==> config.mk <==
export PLATFORM = sky130hd
export DESIGN_NAME = isr_prefetch_queue
export DESIGN_NICKNAME = d
export VERILOG_FILES = /design/src/rtl/isr_pkg.sv /design/src/rtl/isr_fifo.sv /design/src/rtl/isr_prefetch_queue.sv
export SDC_FILE = /design/constraint.sdc
export NUM_CORES = 1
export LEC_CHECK = 0
export ABC_AREA = 1
export BUFFER_PORTS_ARGS = -buffer_cell sky130_fd_sc_hd__buf_2
export CAP_MARGIN = 20
export CORE_UTILIZATION = 25
export DETAILED_ROUTE_END_ITERATION = 8
export PLACE_DENSITY = 0.41
export SKIP_CTS_REPAIR_TIMING = 1
export SYNTH_ARGS = -nofsm -noshare
export SYNTH_HDL_FRONTEND = slang
export SYNTH_HIERARCHICAL = 1
export SYNTH_SLANG_ARGS = --single-unit
==> constraint.sdc <==
create_clock -name CLK -period 3.6 [get_ports CLK]
set_clock_uncertainty 0.05 [all_clocks]
set_input_delay 1.08 -clock CLK [delete_from_list [all_inputs] [get_ports CLK]]
set_output_delay 1.08 -clock CLK [all_outputs]
set_load 0.03 [all_outputs]
==> src/rtl/isr_pkg.sv <==
// Shared definitions for the instruction-register prefetch queue.
package isr_pkg;

  localparam int ISR_WIDTH_DEFAULT  = 16;
  localparam int ISRQ_DEPTH_DEFAULT = 4;

  typedef logic [ISR_WIDTH_DEFAULT-1:0] isr_word_t;

  // Pointer width for a queue of the given depth, never narrower than one bit.
  function automatic int ptr_width(input int depth);
    return (depth > 1) ? $clog2(depth) : 1;
  endfunction

endpackage

==> src/rtl/isr_fifo.sv <==
// DEPTH-entry register queue with wrapping pointers, occupancy count and
// full/empty flags; clear may be combined with push to seed the first entry.
module isr_fifo
  import isr_pkg::*;
#(
  parameter int WIDTH = ISR_WIDTH_DEFAULT,
  parameter int DEPTH = ISRQ_DEPTH_DEFAULT,
  parameter int CW    = $clog2(DEPTH + 1)
) (
  input  logic             clk,
  input  logic             clr_n,
  input  logic             clear,
  input  logic             push,
  input  logic             pop,
  input  logic [WIDTH-1:0] wr_data,
  output logic [WIDTH-1:0] head,
  output logic [CW-1:0]    count,
  output logic             full,
  output logic             empty
);

  localparam int PW = ptr_width(DEPTH);

  logic [PW-1:0]    rd_ptr_reg, rd_ptr_next;
  logic [PW-1:0]    wr_ptr_reg, wr_ptr_next;
  logic [PW-1:0]    wr_addr;
  logic [CW-1:0]    count_reg, count_next;
  logic [WIDTH-1:0] entries [DEPTH];

  always_comb begin
    rd_ptr_next = rd_ptr_reg;
    wr_ptr_next = wr_ptr_reg;
    count_next  = count_reg;
    wr_addr     = wr_ptr_reg;
    if (clear) begin
      // A push alongside clear lands in slot 0 of the emptied queue.
      rd_ptr_next = '0;
      wr_addr     = '0;
      wr_ptr_next = PW'(push);
      count_next  = CW'(push);
    end else begin
      rd_ptr_next = rd_ptr_reg + PW'(pop);
      wr_ptr_next = wr_ptr_reg + PW'(push);
      count_next  = count_reg + CW'(push) - CW'(pop);
    end
  end

  always_ff @(posedge clk) begin
    if (!clr_n) begin
      rd_ptr_reg <= '0;
      wr_ptr_reg <= '0;
      count_reg  <= '0;
    end else begin
      rd_ptr_reg <= rd_ptr_next;
      wr_ptr_reg <= wr_ptr_next;
      count_reg  <= count_next;
    end
  end

  generate
    for (genvar gi = 0; gi < DEPTH; gi++) begin : g_entry
      logic [WIDTH-1:0] entry_reg;
      always_ff @(posedge clk) begin
        if (push && (wr_addr == PW'(gi))) begin
          entry_reg <= wr_data;
        end
      end
      assign entries[gi] = entry_reg;
    end
  endgenerate

  assign head  = entries[rd_ptr_reg];
  assign count = count_reg;
  assign full  = (count_reg == CW'(DEPTH));
  assign empty = (count_reg == '0);

endmodule

==> src/rtl/isr_prefetch_queue.sv <==
// Prefetching instruction register: queue of fetched words feeding one
// current-instruction slot. Optional same-edge bypass via ISRQ_BYPASS_EN.
module isr_prefetch_queue
  import isr_pkg::*;
#(
  parameter int WIDTH = ISR_WIDTH_DEFAULT,
  parameter int DEPTH = ISRQ_DEPTH_DEFAULT,
  parameter int CW    = $clog2(DEPTH + 1)
) (
  input  logic             CLK,
  input  logic             CLR,
  input  logic [WIDTH-1:0] m_bus,
  input  logic             MIS,
  input  logic             ISR_take,
  input  logic             FLUSH,
  output logic [WIDTH-1:0] ISR_out,
  output logic             ISR_valid,
  output logic [CW-1:0]    count,
  output logic             full,
  output logic             empty,
  output logic             overflow
);

  logic [WIDTH-1:0] isr_out_reg, isr_out_next;
  logic             isr_valid_reg, isr_valid_next;
  logic             overflow_reg, overflow_next;

  logic             fifo_clear, fifo_push, fifo_pop;
  logic [WIDTH-1:0] fifo_head;
  logic             fifo_full, fifo_empty;
  logic             loadable;
  logic             bypass_hit;

  isr_fifo #(
    .WIDTH(WIDTH),
    .DEPTH(DEPTH),
    .CW   (CW)
  ) u_fifo (
    .clk    (CLK),
    .clr_n  (CLR),
    .clear  (fifo_clear),
    .push   (fifo_push),
    .pop    (fifo_pop),
    .wr_data(m_bus),
    .head   (fifo_head),
    .count  (count),
    .full   (fifo_full),
    .empty  (fifo_empty)
  );

  assign loadable = !isr_valid_reg || ISR_take;

`ifdef ISRQ_BYPASS_EN
  assign bypass_hit = loadable && fifo_empty && MIS;
`else
  assign bypass_hit = 1'b0;
`endif

  always_comb begin
    isr_out_next   = isr_out_reg;
    isr_valid_next = isr_valid_reg;
    overflow_next  = overflow_reg;
    fifo_clear     = 1'b0;
    fifo_push      = 1'b0;
    fifo_pop       = 1'b0;
    if (FLUSH) begin
      fifo_clear     = 1'b1;
      isr_valid_next = 1'b0;
      overflow_next  = 1'b0;
`ifdef ISRQ_BYPASS_EN
      if (MIS) begin
        isr_out_next   = m_bus;
        isr_valid_next = 1'b1;
      end
`else
      fifo_push = MIS;
`endif
    end else begin
      if (loadable && !fifo_empty) begin
        fifo_pop       = 1'b1;
        isr_out_next   = fifo_head;
        isr_valid_next = 1'b1;
      end else if (bypass_hit) begin
        isr_out_next   = m_bus;
        isr_valid_next = 1'b1;
      end else if (ISR_take) begin
        // Consumed with nothing behind it: the slot goes empty, data is kept.
        isr_valid_next = 1'b0;
      end
      if (MIS && !bypass_hit) begin
        if (!fifo_full || fifo_pop) begin
          fifo_push = 1'b1;
        end else begin
          overflow_next = 1'b1;
        end
      end
    end
  end

  always_ff @(posedge CLK) begin
    if (!CLR) begin
      isr_out_reg   <= '0;
      isr_valid_reg <= 1'b0;
      overflow_reg  <= 1'b0;
    end else begin
      isr_out_reg   <= isr_out_next;
      isr_valid_reg <= isr_valid_next;
      overflow_reg  <= overflow_next;
    end
  end

  assign ISR_out   = isr_out_reg;
  assign ISR_valid = isr_valid_reg;
  assign full      = fifo_full;
  assign empty     = fifo_empty;
  assign overflow  = overflow_reg;

endmodule

**After elaboration in Yosys (flattened, before gate mapping)**

Cells that the tools add are included.
W data, S select, Z words.

- Register bits after elaboration: 89
- Input bits: 21
- Word-level logic and storage cells: 57

- $add $sub $neg: 4
- Magnitude comparators: 1
- Equality and inequality tests: 4
- Muxes and demuxes: 15
- Bitwise logic cells: 4
- Reduce and logical (&&, ||, !) cells: 17

Operators by type and width:

| cell | count |
|---|---|
| $bmux W16 S2 | 1 |
| $mux W16 | 2 |
| $mux W1 | 11 |
| $logic_and A1 B1 Y1 | 5 |
| $add A2 B1 Y2 | 2 |
| $eq A2 B2 Y1 const B | 2 |
| $reduce_and A2 Y1 | 2 |
| $reduce_or A2 Y1 | 2 |
| $add A3 B1 Y3 | 1 |
| $eq A3 B3 Y1 const B | 1 |
| $ge A3 B3 Y1 const B | 1 |
| $logic_not A1 Y1 | 3 |
| $logic_not A3 Y1 | 1 |
| $not A1 Y1 | 3 |
| $not A2 Y3 | 1 |
| $sub A3 B1 Y3 | 1 |
| $eq A2 B1 Y1 const B | 1 |
| $logic_not A2 Y1 | 1 |
| $logic_or A1 B1 Y1 | 2 |
| $mux W2 | 1 |
| $reduce_bool A2 Y1 | 1 |

**Longest topological paths before layout**

Gate-level depths: netlist of the first run.

- Depth after elaboration: 12
- Gate-level depth with buffers: 14
- Depth with buffers taken out: 14

**Cells and area by module**

The synthesis of the first run kept the hierarchy.

By module, submodules not included:

| module | times used | cells each | area an instance (um^2) | sequential area each (um^2) |
|---|---|---|---|---|
| isr_fifo | 1 | 235 | 2,926.6 | 2,062.0 |
| isr_prefetch_queue | 1 | 118 | 780.7 | 360.3 |

**Worst setup path before layout of the first run**

Ideal clock, no wire load.

- Kind: input-to-reg
- From: input ISR_take
- To: register u_fifo.g_entry[1].entry_reg[0], enable pin
- Library setup time: 0.409 ns
- Arrival time: 2.699 ns
- Required time: 3.141 ns
- Path slack: 0.442 ns
- Stages on the path: 8
- Buffers on the path: 0
- Path through: inv_1 nand2_2 nand2_1 nand3_1 nand2_1 inv_1 inv_1 nor3_1

- Cells in the longest elaborated chain, start to end: 9

Ends and longest elaborated chain:

| item | line | source |
|---|---|---|
| start: declaration | isr_prefetch_queue.sv:14 | `input logic ISR_take,` |
| $logic_or A1 B1 Y1 | isr_prefetch_queue.sv:51 | `assign loadable = !isr_valid_reg \|\| ISR_take;` |
| $logic_and A1 B1 Y1 | isr_prefetch_queue.sv:79 | `if (loadable && !fifo_empty) begin` |
| $mux W1 | isr_prefetch_queue.sv:79 |  |
| $mux W1 | isr_prefetch_queue.sv:66 | `if (FLUSH) begin` |
| $logic_or A1 B1 Y1 | isr_prefetch_queue.sv:91 | `if (!fifo_full \|\| fifo_pop) begin` |
| $mux W1 | isr_prefetch_queue.sv:91 |  |
| $mux W1 | isr_prefetch_queue.sv:90 | `if (MIS && !bypass_hit) begin` |
| $mux W1 | isr_prefetch_queue.sv:66 |  |
| named net fifo_push | isr_prefetch_queue.sv:28 | `logic fifo_clear, fifo_push, fifo_pop;` |
| $logic_and A1 B1 Y1 | isr_fifo.sv:64 | `if (push && (wr_addr == PW'(gi))) begin` |
| end signal: assignment | isr_fifo.sv:65 | `entry_reg <= wr_data;` |
| end: declaration | isr_fifo.sv:62 | `logic [WIDTH-1:0] entry_reg;` |

The timed path passes the listed nets, and every way through them passes these cells. The select of a mux whose other input is x is not followed.
A chain may end at the register's enable or synchronous reset.

**Worst setup path in the final report of the first run**

- From: input ISR_take
- To: register u_fifo.count_reg[2], in the netlist u_fifo/count[2]

- Cells in the longest elaborated chain, start to end: 10
- Elaborated cells between the ends (all ways): 11

Ends and longest elaborated chain:

| item | line | source |
|---|---|---|
| $logic_or A1 B1 Y1 | isr_prefetch_queue.sv:51 |  |
| $logic_and A1 B1 Y1 | isr_prefetch_queue.sv:79 |  |
| $mux W1 | isr_prefetch_queue.sv:79 |  |
| $mux W1 | isr_prefetch_queue.sv:66 |  |
| $logic_or A1 B1 Y1 | isr_prefetch_queue.sv:91 |  |
| $mux W1 | isr_prefetch_queue.sv:91 |  |
| $mux W1 | isr_prefetch_queue.sv:90 |  |
| $mux W1 | isr_prefetch_queue.sv:66 |  |
| named net fifo_push | isr_prefetch_queue.sv:28 |  |
| $add A3 B1 Y3 | isr_fifo.sv:44 | `count_next = count_reg + CW'(push) - CW'(pop);` |
| $sub A3 B1 Y3 | isr_fifo.sv:44 |  |
| end signal: assignment | isr_fifo.sv:56 | `count_reg <= count_next;` |
| end: declaration | isr_fifo.sv:27 | `logic [CW-1:0] count_reg, count_next;` |

The timed path passes the listed nets, and every way through them passes these cells. The select of a mux whose other input is x is not followed.

==> results.json, run 1 <==
{
  "outcome": "finished, violations left",
  "failed_checks": "DRC",
  "cp_max_fo": 4,
  "vias": 2314,
  "path_class": "primary input to flip-flop",
  "netlist_instances": 353,
  "ys_seq_elements": 89,
  "finalCriticalPeriod_ns": 2.59,
  "hold_violations": 0,
  "root_buffer": "clkbuf_16",
  "die_area_um2": 15300,
  "path_clk_slew_ns": 0.06,
  "holdPathStages": 2,
  "path_delay_family": "adder cells",
  "slowest_stage": "fa_1",
  "dieHeight_um": 124,
  "setup_violations": 0,
  "place.gp.congestion": 0.666,
  "hold_path.startpoint": "overflow$_SDFFE_PP0P_",
  "clk_latency_ns": 0.33,
  "period_share": 0.720,
  "totalWireLength_um": 7310,
  "ant_nets": 0,
  "setup_slack_ns": 1.01,
  "drtIter0Drc": 125,
  "syn_to_final_growth_pct": 17.9,
  "initial_core_util": 0.256,
  "endpoint_kind": "flip-flop",
  "critPathArrivalTime_ns": 2.77,
  "cts_buffers": 9,
  "cp_common_cell": "inv_1",
  "max_stage_delay_ns": 0.39,
  "track_usage": 0.103,
  "grt_pass1_wl_um": 11400,
  "hpwl_um": 4500,
  "drt_pass1_iterations": 6,
  "cts_sinks": 89,
  "antennaDiodeCount": 0,
  "core_area_um2": 14500,
  "fin_cells": 587,
  "r2r_cells": 13,
  "die_w_um": 124,
  "max-cap-violations": 0,
  "overflow": 0,
  "yosys_warnings": 6,
  "num_rows": 44,
  "antenna_found_initial": 1,
  "netlist_area_um2": 3710,
  "peakVddDrop_mv": 0.209,
  "leakagePower_nw": 1.86,
  "tns_ns": 0,
  "path_cells": "buf_2 -> inv_1 -> nand2_2 -> nand2_1 -> nand3_1 -> nand2_1 -> inv_1 -> inv_1 -> ha_1 -> inv_1 -> ha_1 -> fa_1 -> a21oi_1 -> nor2_1",
  "path_buf_inv": 5,
  "whs_ns": 0.410,
  "pre_cts_ws_ns": 0.639,
  "grt_max_degree": 66,
  "post_drt_via_cell_ratio": 3.94,
  "htreeDepth": 3,
  "cts_tree": "yes",
  "hold_end": "overflow$_SDFFE_PP0P_",
  "grt_pass1_vias": 2105,
  "startpoint_type": "primary input",
  "power_mw": 2.36,
  "clockBufferDepth": 2,
  "ys_types": 21,
  "drcViolationCount": 2,
  "hp-class": "flip-flop to flip-flop",
  "reg2reg_from": "u_fifo/count[1]$_SDFF_PP0_",
  "cp.required_ns": 3.78,
  "wl_per_cell_um": 12.4,
  "avgSynthCellArea_um2": 10.5,
  "power_density_nw_per_um2": 539,
  "maxSlewHeadroom": 0.737,
  "largest_register_ffs": 64,
  "seq_area_frac_synth": 0.653,
  "worst_pin_slew_ns": 0.394,
  "rsz0062_at_grt": "no",
  "numPortBuffers": 43,
  "reg2reg_to": "u_fifo/count[1]$_SDFF_PP0_",
  "r2r_slack_ns": 1.23,
  "dpl.cell_count": 570,
  "nets": 424,
  "io-pin-count": 44,
  "synth.net_count": 379,
  "drv_slew": 0,
  "drive_above_1_share": 0.179,
  "max_freq_ghz": 0.386,
  "fill_cells": 1525
}
## cell usage in the layout (no fill, tap or decap), types with 2 or more instances in the layout
cell type / n
inv_1: 64
nand2_1: 77
clkinv_2: 3
o211ai_1: 16
nand3_1: 4
a21oi_1: 18
nor3_2: 3
clkbuf_1: 2
nor2_1: 38
o21ai_1: 14
a21oi_2: 2
clkbuf_16: 9
buf_2: 43
buf_4: 6
dfxtp_1: 24
ha_1: 4
o21ai_0: 2
edfxtp_1: 64
xnor2_1: 2
## kinds of logic (layout without fill, tap and decap cells)
logic type / count (synthesis) / after routing / synth area share
XOR/XNOR: 2 / 2 / 0.00473
flip-flops: 89 / 89 / 0.653
buffers and inverters: 80 / 130 / 0.106
AO/OA/AOI/OAI: 52 / 52 / 0.0830
AND/OR/NAND/NOR: 125 / 125 / 0.134
adder cells (fa/ha/maj): 5 / 5 / 0.0189
## layout make-up
type / count / area [µm²] / share of cell area
clock buffer: 12 / 246 / 0.0564
inverter: 64 / 240 / 0.0550
sequential: 89 / 2420 / 0.554
tap: 184 / 230 / 0.0527
multi-input combinational: 184 / 906 / 0.207
clock inverter: 4 / 45.0 / 0.0103
timing repair buffer: 50 / 280 / 0.0641
## power by group
group / switching (mW) / internal [mW]
logic: 0.191 / 0.0817
clock network: 0.363 / 0.553
registers: 0.0200 / 1.15
total: 0.574 / 1.78
## cell usage after synthesis
| library cell | number | area, µm² |
|---|---|---|
| a21oi_2 | 2 | 17.5 |
| nor3_1 | 4 | 20.0 |
| inv_1 | 64 | 240 |
| xnor2_1 | 2 | 17.5 |
| nand3_4 | 1 | 17.5 |
| o21ai_1 | 14 | 70.1 |
| o21ai_0 | 2 | 10.0 |
| buf_6 | 9 | 101 |
| edfxtp_1 | 64 | 1920 |
| dfxtp_1 | 25 | 500 |
| ha_1 | 4 | 50.1 |
| buf_2 | 3 | 15.0 |
| nand3_1 | 4 | 20.0 |
| nand2_2 | 1 | 6.26 |
| nand2_1 | 77 | 289 |
| a21oi_1 | 18 | 90.1 |
| o211ai_1 | 16 | 120 |
| fa_1 | 1 | 20.0 |
| buf_8 | 1 | 15.0 |
| buf_4 | 3 | 22.5 |
| nor2_1 | 38 | 143 |
## tightest hold or removal path, stage by stage (launching register included)
cell     delay (ns)
dfxtp_1        0.31
inv_1          0.05
a21oi_1        0.05
## worst max-delay path by stage
stage	from	to	slack, ns	cells after the start
after global placement	ISR_take	u_fifo/count[2]$_SDFF_PP0_	0.70	14
final	ISR_take	u_fifo/count[2]$_SDFF_PP0_	1.01	14
after detailed placement	ISR_take	u_fifo/count[1]$_SDFF_PP0_	0.64	14
after global routing	ISR_take	u_fifo/count[1]$_SDFF_PP0_	0.82	14
after CTS	ISR_take	u_fifo/count[2]$_SDFF_PP0_	1.00	14
after floorplan	ISR_take	u_fifo/g_entry[1].entry_reg[0]$_DFFE_PP_	0.44	8
## per-layer routing
layer	GRT usage	wire length [µm]
met1	0.134	3550
met2	0.157	3300
met3	0.0293	316
met4	0.0452	119
met5	0	13
## metrics by stage
stage / util / instance area (µm²)
after floorplan: - / 3710
after global placement: 0.280 / 4060
after detailed placement: 0.280 / 4060
after CTS: 0.301 / 4350
after global routing: 0.302 / 4370
final: 0.302 / 4370
Power figures use the tool's default switching activity.
==> run 2: changes to the inputs <==
- PLACE_DENSITY: 0.41 -> 0.42
- clock period: 3.6 -> 2.15 ns (I/O delays scaled with it)
==> results.json, run 2 (same netlist as run 1, synthesis figures left out) <==
{
  "critPathArrivalTime_ns": 2.26,
  "whs_ns": 0.401,
  "grt_max_degree": 66,
  "outcome": "finished, final reports clean",
  "clk_latency_ns": 0.34,
  "numPortBuffers": 43,
  "totalWireLength_um": 7280,
  "core_area_um2": 14500,
  "overflow": 0,
  "cts_buffers": 9,
  "nets": 432,
  "grt_pass1_vias": 2185,
  "max-cap-violations": 0,
  "setup_violations": 0,
  "startpoint_type": "flip-flop",
  "htreeDepth": 3,
  "largest_register_ffs": 64,
  "vias": 2352,
  "grt_pass1_wl_um": 11300,
  "antennaDiodeCount": 0,
  "num_rows": 44,
  "hold_violations": 0,
  "die_area_um2": 15300,
  "ant_nets": 0,
  "die_w_um": 124,
  "place.gp.congestion": 0.699,
  "peakVddDrop_mv": 0.352,
  "path_class": "flip-flop to flip-flop",
  "post_drt_via_cell_ratio": 3.95,
  "fin_util": 0.318,
  "antenna_found_initial": 1,
  "leakagePower_nw": 1.92,
  "hpwl_um": 4520,
  "root_buffer": "clkbuf_16",
  "rsz0062_at_grt": "no",
  "initial_core_util": 0.256,
  "hp-class": "flip-flop to flip-flop",
  "drv_slew": 0,
  "cts_sinks": 89,
  "cp_max_fo": 4,
  "clockBufferDepth": 2,
  "max_freq_ghz": 0.489,
  "drive_above_1_share": 0.246,
  "drt_pass1_iterations": 6,
  "cts_tree": "yes",
  "final_cell_mix": "74 x nand2_1, 64 x edfxtp_1, 58 x inv_1, 43 x buf_2, 36 x nor2_1",
  "period_share": 0.951,
  "drtIter0Drc": 105,
  "endpoint_kind": "flip-flop",
  "syn_to_final_growth_pct": 24.0,
  "layout_commonest_cell": "nand2_1",
  "dieHeight_um": 124,
  "drcViolationCount": 0,
  "io-pin-count": 44,
  "worst_pin_slew_ns": 0.417,
  "cp.required_ns": 2.37,
  "path_clk_slew_ns": 0.06,
  "wl_per_cell_um": 12.2,
  "power_density_nw_per_um2": 900,
  "maxSlewHeadroom": 0.722,
  "finalCriticalPeriod_ns": 2.04,
  "track_usage": 0.102
}
-- run 2: stage by stage --
stage | std cells | worst slack (ns) | TNS (ns) | cell area (µm²) | total power [mW]
finish | 595 | 0.106 | 0 | 4600 | 4.14
global route | 595 | 0.0101 | 0 | 4600 | 4.32
global placement | 576 | -0.164 | -0.276 | 4240 | 2.50
CTS | 592 | 0.0636 | 0 | 4560 | 4.18
detailed placement | 576 | -0.194 | -0.347 | 4240 | 2.50
floorplan | 353 | -0.167 | -1.42 | 3800 | 2.36
-- run 2: power breakdown --
part	switching (mW)	internal [mW]	total, mW
logic	0.340	0.172	0.512
clock network	0.648	1.02	1.67
registers	0.0369	1.92	1.96
-- run 2: final timing paths --
path | start | end | slack [ns] | depth (start not counted)
max | u_fifo/count[1]$_SDFF_PP0_ | u_fifo/count[1]$_SDFF_PP0_ | 0.11 | 13
min | overflow$_SDFFE_PP0P_ | overflow$_SDFFE_PP0P_ | 0.40 | 2
max reg2reg | u_fifo/count[1]$_SDFF_PP0_ | u_fifo/count[1]$_SDFF_PP0_ | 0.11 | 13
min reg2reg | overflow$_SDFFE_PP0P_ | overflow$_SDFFE_PP0P_ | 0.40 | 2
-- run 2: critical path: stages, from the launching register on --
cell and delay [ns]:
dfxtp_4 0.36, nor3_4 0.23, inv_2 0.08, nand2_2 0.08, nand3_2 0.06, nand2_2 0.07, inv_2 0.04, inv_2 0.07
ha_4 0.13, inv_2 0.04, ha_4 0.14, fa_2 0.52, inv_2 0.03, nor2_2 0.08
-- run 2: per-layer routing --
metal  GRT usage  up-vias  part of all wire
met5           0        -            0.0019
li1            -     1242                 -
met4      0.0587        2             0.022
met1       0.133     1061              0.49
met2       0.155       34              0.45
met3      0.0224       13             0.036
-- run 2: layout make-up --
type	count	area, µm²
flip-flops and latches	89	2430
multi-input cells	184	983
repair buffers	58	390
well taps	184	230
inverters	64	243
clock buffers	9	225
clock inverters	7	93.8
fillers	1515	9880
==> run 3: changes to the inputs <==
- SYNTH_HIERARCHICAL: 1 -> default
==> results.json, run 3 <==
{
  "hp-class": "flip-flop to flip-flop",
  "ys_seq_elements": 89,
  "die_w_um": 126,
  "num_rows": 44,
  "failed_checks": "DRC",
  "numPortBuffers": 43,
  "ys.flop_type": "edfxtp_1",
  "maxSlewHeadroom": 0.734,
  "grt_max_degree": 35,
  "r2r_slack_ns": 0.32,
  "netlist_area_um2": 3820,
  "largest_register_ffs": 64,
  "path_cells": "inv_1 -> nand2_1 -> nor2_2 -> buf_2",
  "yosys_warnings": 0,
  "drcViolationCount": 7,
  "drv_slew": 0,
  "core_area_um2": 14700,
  "hold_path.startpoint": "overflow$_SDFFE_PP0P_",
  "post_drt_via_cell_ratio": 3.89,
  "clockBufferDepth": 2,
  "grt_busiest_layer": "met2",
  "drtIter0Drc": 114,
  "antennaDiodeCount": 0,
  "htreeDepth": 3,
  "drive_above_1_share": 0.168,
  "netlist_instances": 407,
  "r2r_cells": 12,
  "max-cap-violations": 0,
  "critPathArrivalTime_ns": 1.22,
  "use_met1": 0.134,
  "power_density_nw_per_um2": 887,
  "reg2reg_to": "u_fifo.count[2]$_SDFF_PP0_",
  "cts_buffers": 9,
  "cp.required_ns": 1.45,
  "synth_top_area_share": 0.504,
  "whs_ns": 0.401,
  "hold_violations": 0,
  "holdPathStages": 2,
  "syn_to_final_growth_pct": 19.1,
  "ys_types": 23,
  "finalCriticalPeriod_ns": 1.91,
  "io-pin-count": 44,
  "totalWireLength_um": 7940,
  "path_buf_inv": 2,
  "place.gp.congestion": 0.708,
  "synth_most_common_cell": "nand2_1",
  "pre_cts_ws_ns": 0.0111,
  "path_delay_family": "flip-flops",
  "dieHeight_um": 126,
  "final_cell_mix": "158 x nand2_1, 64 x edfxtp_1, 63 x inv_1, 43 x nor2_1, 43 x buf_2",
  "synth_commonest_cells": "158 x nand2_1, 64 x edfxtp_1, 63 x inv_1, 44 x nor2_1, 25 x dfxtp_1",
  "cp_max_fo": 5,
  "hold_end": "overflow$_SDFFE_PP0P_",
  "die_area_um2": 15800,
  "outcome": "finished, violations left",
  "setup_violations": 0,
  "path_class": "flip-flop to primary output",
  "nets": 483,
  "peakVddDrop_mv": 0.371,
  "max_stage_delay_ns": 0.36,
  "cts_tree": "yes",
  "endpoint_kind": "primary output",
  "synth-edff-count": 64,
  "grt_pass1_vias": 2318,
  "startpoint_type": "flip-flop",
  "root_buffer": "clkbuf_16",
  "worst_pin_slew_ns": 0.398,
  "setup_slack_ns": 0.236,
  "avgSynthCellArea_um2": 9.38,
  "tns_ns": 0,
  "drt_pass1_iterations": 6,
  "grt_pass1_wl_um": 12500,
  "ant_nets": 0,
  "grt_use_met2": 0.169,
  "track_usage": 0.105,
  "leakagePower_nw": 2.11,
  "layout_commonest_cell": "nand2_1",
  "seq_area_frac_synth": 0.635,
  "cts_sinks": 89,
  "antenna_found_initial": 1,
  "yosysTopAreaCell": "edfxtp_1",
  "path_clk_slew_ns": 0.07,
  "synth.net_count": 431,
  "max_freq_ghz": 0.522,
  "synthTopCellsByArea": "edfxtp_1 50%, nand2_1 16%, dfxtp_1 13%",
  "gr-usage-met3": 0.0265,
  "clk_latency_ns": 0.34,
  "reg2reg_from": "u_fifo.count[1]$_SDFF_PP0_",
  "vias": 2518,
  "power_mw": 4.04,
  "initial_core_util": 0.260,
  "wl_per_cell_um": 12.3,
  "period_share": 0.890,
  "synthArstFlopShare": 0,
  "slowest_stage": "dfxtp_1",
  "overflow": 0,
  "hpwl_um": 4960,
  "rsz0062_at_grt": "no"
}
[run 3: cell count changes in the layout (fill, tap and decap cells not counted), sizes merged, moves of 4 or more]
cell,delta
o211ai,-16
nor3,-4
nand3,+16
o21ai,-15
nand2,+82
a21oi,-16
nor2,+7
[run 3: through the flow]
stage / area, µm² / util / instances
finish: 4550 / 0.309 / 648
global route: 4550 / 0.309 / 648
CTS: 4550 / 0.309 / 648
detailed placement: 4270 / 0.290 / 632
global placement: 4270 / 0.290 / 632
floorplan: 3820 / - / 407
[run 3: area by class of cell]
| type | instances | area (µm²) |
|---|---|---|
| Clock buffer | 11 | 243 |
| Clock inverter | 5 | 38.8 |
| Fill cell | 1547 | 10200 |
| Inverter | 65 | 246 |
| Multi-Input combinational cell | 238 | 1000 |
| Sequential cell | 89 | 2420 |
| Tap cell | 184 | 230 |
| Timing Repair Buffer | 56 | 363 |
[run 3: kinds of logic after synthesis]
group | share of synthesized area
xor+xnor | 0.00689
fa+ha+maj | 0.0118
simple gates | 0.234
flops | 0.635
buf+inv | 0.103
compound gates | 0.00951
[run 3: power breakdown]
group / switching, mW / internal [mW] / leakage [nW]
logic: 0.404 / 0.185 / 1.18
registers: 0.0417 / 1.93 / 0.793
clock network: 0.652 / 0.824 / 0.137
[run 3: tightest hold or removal path, stage by stage (launching register included)]
cell     delay (ns)
dfxtp_1        0.31
inv_1          0.04
a21oi_1        0.05
[run 3: worst max-delay path by stage]
stage	start	endpoint	slack (ns)	depth (start not counted)
after floorplan	u_fifo.count[1]$_SDFF_PP0_	u_fifo.g_entry[0].entry_reg[0]$_DFFE_PP_	-0.04	6
after CTS	u_fifo.count[1]$_SDFF_PP0_	full	0.21	4
after global routing	u_fifo.count[1]$_SDFF_PP0_	empty	0.15	4
after detailed placement	ISR_take	u_fifo.count[2]$_SDFF_PP0_	0.01	11
after global placement	ISR_take	u_fifo.count[2]$_SDFF_PP0_	0.02	11
final	u_fifo.count[1]$_SDFF_PP0_	full	0.24	4
[run 3: routing by layer]
| metal | share of wire | vias up |
|---|---|---|
| met5 | 0 | - |
| met4 | 0.014 | 0 |
| met3 | 0.037 | 8 |
| met2 | 0.46 | 42 |
| met1 | 0.49 | 1121 |
| li1 | - | 1347 |
